File: src/rtl/image_read_arbiter.sv
// image_read_arbiter: two-requester round-robin burst arbiter for one image buffer read port
module image_read_arbiter #(
    parameter int ADDR_W  = 16,
    parameter int DATA_W  = 12,
    parameter int RD_LAT  = 1,
    parameter int TIMEOUT = 255
) (
    input  logic              clock,
    input  logic              reset_bar,
    input  logic              req0,
    input  logic              req1,
    input  logic [ADDR_W-1:0] addr0,
    input  logic [ADDR_W-1:0] addr1,
    input  logic              last0,
    input  logic              last1,
    output logic              gnt0,
    output logic              gnt1,
    output logic              rvalid0,
    output logic              rvalid1,
    output logic [DATA_W-1:0] rdata0,
    output logic [DATA_W-1:0] rdata1,
    output logic              mem_re,
    output logic [ADDR_W-1:0] mem_addr,
    input  logic [DATA_W-1:0] mem_rdata,
    output logic              busy
);
    localparam logic [1:0] IDLE = 2'd0;
    localparam logic [1:0] OWN0 = 2'd1;
    localparam logic [1:0] OWN1 = 2'd2;
    localparam logic [7:0] TO_LAST = 8'(TIMEOUT - 1);

    logic [1:0]        state_q, state_d;
    logic              prio_q, prio_d;
    logic [7:0]        cnt_q, cnt_d;
    logic [RD_LAT-1:0] vld_q, vld_d, tag_q, tag_d;
    logic              own0, own1, stall, rel, oreq, lst;
    logic [1:0]        idle_nxt, rel_nxt;

    // only the current owner's beat is forwarded; the address idles on addr0
    always_comb begin
        own0     = state_q == OWN0;
        own1     = state_q == OWN1;
        gnt0     = own0 & req0;
        gnt1     = own1 & req1;
        mem_re   = gnt0 | gnt1;
        mem_addr = !reset_bar ? '0 : gnt1 ? addr1 : addr0;
    end

    // ownership release on last beat or idle timeout, round-robin handover
    always_comb begin
        lst      = own1 ? last1 : last0;
        oreq     = own1 ? req0 : req1;
        stall    = (own0 | own1) & ~mem_re;
        rel      = (mem_re & lst) | (stall & (cnt_q == TO_LAST));
        cnt_d    = (mem_re | rel) ? '0 : stall ? cnt_q + 8'd1 : cnt_q;
        prio_d   = rel ? own0 : prio_q;
        idle_nxt = (req0 & req1) ? (prio_q ? OWN1 : OWN0) : req0 ? OWN0 : req1 ? OWN1 : IDLE;
        rel_nxt  = !oreq ? IDLE : own0 ? OWN1 : OWN0;
        state_d  = (state_q == IDLE) ? idle_nxt : (own0 | own1) ? (rel ? rel_nxt : state_q) : IDLE;
    end

    // each granted beat travels down the read-latency pipe with its owner tag
    always_comb begin
        vld_d    = vld_q;
        tag_d    = tag_q;
        vld_d[0] = mem_re;
        tag_d[0] = gnt1;
        for (int i = 1; i < RD_LAT; i++) begin
            vld_d[i] = vld_q[i-1];
            tag_d[i] = tag_q[i-1];
        end
    end

    // state registers; reset drops every in-flight read
    always_ff @(posedge clock or negedge reset_bar) begin
        if (!reset_bar) begin
            state_q <= IDLE;
            prio_q  <= 1'b0;
            cnt_q   <= '0;
            vld_q   <= '0;
            tag_q   <= '0;
        end else begin
            state_q <= state_d;
            prio_q  <= prio_d;
            cnt_q   <= cnt_d;
            vld_q   <= vld_d;
            tag_q   <= tag_d;
        end
    end

    assign rvalid0 = vld_q[RD_LAT-1] & ~tag_q[RD_LAT-1];
    assign rvalid1 = vld_q[RD_LAT-1] & tag_q[RD_LAT-1];
    assign rdata0  = mem_rdata;
    assign rdata1  = mem_rdata;
    assign busy    = (state_q != IDLE) | (|vld_q);
endmodule

File: config.mk
export PLATFORM = sky130hd
export DESIGN_NAME = image_read_arbiter
export DESIGN_NICKNAME = d
export VERILOG_FILES = /design/src/rtl/image_read_arbiter.sv
export SDC_FILE = /design/constraint.sdc
export NUM_CORES = 1
export LEC_CHECK = 0
export CAP_MARGIN = 10
export CORE_MARGIN = 5
export CORE_UTILIZATION = 37
export CTS_BUF_LIST = sky130_fd_sc_hd__clkbuf_2 sky130_fd_sc_hd__clkbuf_4 sky130_fd_sc_hd__clkbuf_8
export DETAILED_ROUTE_END_ITERATION = 10
export PLACE_DENSITY_LB_ADDON = 0.12
export SYNTH_ARGS = -nofsm -noshare
export SYNTH_HDL_FRONTEND = slang
export SYNTH_SLANG_ARGS = --single-unit
File: constraint.sdc
create_clock -name clock -period 3 [get_ports clock]
set_input_delay 0.3 -clock clock [delete_from_list [all_inputs] [get_ports clock]]
set_output_delay 0.3 -clock clock [all_outputs]
set_load 0.05 [all_outputs]
==> metrics.yaml <==
sta:
  maxSlewHeadroom_pct: 62.4
  setup_viol: 0
  period_needed_ns: 2.52
  tightest_slew_ns: 0.562
  hold_violations: 0
  rsz0062_at_grt: "false"
  max_freq_ghz: 0.397
  period_share_pct: 84.0
  setup_tns_ns: 0
  drv_slew: 0
  skew_ns: 0.000793
clocking:
  clk_latency_ns: 0.27
  cts_buffers: 3
  cts-root-buf: "clkbuf_4"
  cts_resized: 0
  tritoncts: "done"
  cts_setup_buffers: 0
  cts.sinks: 13
  cts_hold_buffers: 0
  clockBufferDepth: 2
  path_clk_slew_ns: 0.07
  htreeDepth: 1
cells_and_area:
  drive_gt1_share_pct: 16.8
  final_cell_mix: "clkdlybuf4s50_1 (43), nand2_1 (35), buf_4 (18)"
  fin_nets: 246
  stdcell_area_mm2: 0.00169
  final_util_pct: 51.5
  final_common_cell: "clkdlybuf4s50_1"
  finalNonFillerCells: 236
  nFillCells: 315
  syn_to_final_growth_pct: 36.9
  insertedDiodeCount: 0
logic_synthesis:
  synth_warnings: 0
  synth-main-ff-cell: "dfrtp_1"
  synthArstFlopShare_pct: 100
  yosysSeqAreaShare_pct: 26.3
  syn_avg_cell_area_um2: 8.07
  synth-seq-cells: 13
  synth_edf_count: 0
  syn_area_mm2: 0.00123
  ys_types: 34
  postSynthCellCount: 153
  synth_nets: 208
setup_path:
  startpoint_type: "register"
  worst-path-max-fanout: 19
  path_cells: "inv_1 -> ha_1 -> nand2_2 -> inv_4 -> clkdlybuf4s50_1"
  worst_setup_path_end_kind: "primary output"
  rr_worst_depth: 5
  cp_data_arrival_time_ns: 2.22
  worst_path_max_delay_cell: "clkdlybuf4s50_1"
  slowest_delay_ns: 0.84
  worstSetupPathType: "register to primary output"
  required_ns: 2.70
place:
  dpl.cell_count: 232
  dp_hpwl_um: 2760
  gp_congestion: 0.748
  placed_cell_area_mm2: 0.00166
  portBuffers: 59
detailed_routing:
  drt_pass1_iterations: 4
  first_iter_violations: 55
  drt_wl_total_um: 3350
  ant_nets: 0
  drt-vias-per-instance: 4.86
  drcViolationCount: 0
  wl_per_cell_um: 14.2
  vias: 1147
die:
  initial_core_util_pct: 37.6
  core_area_mm2: 0.00328
  rows: 21
  die_area_mm2: 0.00459
  num_io_pins: 96
  dieHeight_um: 67.8
  die-width_um: 67.8
power_and_ir_drop:
  cellLeakagePower_nw: 0.770
  fin_total_pwr_mw: 1.05
  vdd_drop_max_mv: 0.251
  power_density_mw_per_mm2: 619
flow_run:
  drv_cap: 0
grt:
  antenna_found_initial: 0
  grt.overflow.total: 0
  grt_pass1_vias: 1170
  grt_max_degree: 20
  grt_use_total_pct: 15.5
  grt_pass1_wl_um: 5350
hold_path:
  hold_class: "register to register"
  whs_path_depth: 1
run_status:
  status: "finished, final reports clean"
layout make-up:
type / count / area, µm² / share of cell area [%]
clock buffer: 4 / 30.0 / 1.78
inverter: 6 / 25.0 / 1.48
multi-input combinational: 106 / 687 / 40.6
sequential: 13 / 325 / 19.2
tap: 46 / 57.6 / 3.40
timing repair buffer: 61 / 566 / 33.5
cell usage after synthesis, types with 2 or more instances:
master    count  share of area (%)
nand2_1      35                 11
buf_4        24                 15
a21boi_0     16                9.7
dfrtp_1      13                 26
ha_1          5                5.1
inv_1         5                1.5
nand2b_1      5                2.5
nor2_1        5                1.5
a21oi_1       4                1.6
nand4_1       4                2.0
xor2_1        4                2.8
mux2i_1       3                2.4
nand3_1       3                1.2
and4_4        2                1.8
buf_2         2               0.81
clkbuf_1      2               0.61
mux2_1        2                1.8
o21ai_0       2               0.81
or3_1         2                1.0
per-layer routing:
metal | track usage, % | wire, µm | vias up
li1 | - | - | 569
met3 | 5.66 | 296 | 25
met5 | 0 | 0 | -
met4 | 5.21 | 82 | 0
met2 | 30.3 | 1780 | 39
met1 | 14.6 | 1190 | 514
kinds of logic after synthesis:
logic type                 Yosys count  synth area share, %
muxes                                5                 4.26
and+or+nand+nor                     63                 24.8
xor gates and xnor gates             4                 2.84
DFF                                 13                 26.3
buffers and inverters               34                 18.0
AOI/OAI and AO/OA                   29                 18.6
adders and majority gates            5                 5.07
worst paths after layout:
path / startpoint / end / slack, ns
worst max-delay path: state_q[0] / gnt1 / 0.48
worst min-delay path: prio_q / prio_q / 0.54
worst max register to register: state_q[0] / state_q[0] / 1.12
worst min register to register: prio_q / prio_q / 0.54
max in group asynchronous: reset_bar / tag_q / 2.03
min in group asynchronous: reset_bar / cnt_q[4] / 0.81
where the power goes:
part	internal, mW	leakage (nW)	total, mW	switching (mW)
clock network	0.0606	0.0184	0.114	0.0535
logic	0.258	0.577	0.673	0.415
registers	0.220	0.175	0.259	0.0393
sequential cells by signal, summed over array words and instances, names as in the netlist:
register  cells
cnt_q         8
prio_q        1
state_q       2
tag_q         1
vld_q         1
critical path, delay by kind of cell (launching register included):
family | cells | cell delay, ns
and+or+nand+nor | 1 | 0.12
DFF | 1 | 0.40
buffers and inverters | 3 | 1.10
adders and majority gates | 1 | 0.31
stage by stage:
stage / hold WS, ns / worst slack (ns)
2_1_floorplan: 0.00441 / 0.156
3_3_place_gp: 0.513 / 0.683
3_5_place_dp: 0.523 / 0.663
4_1_cts: 0.541 / 0.459
5_1_grt: 0.583 / 0.349
6_report: 0.543 / 0.480
No activity file was read; power rests on OpenSTA's default activity.
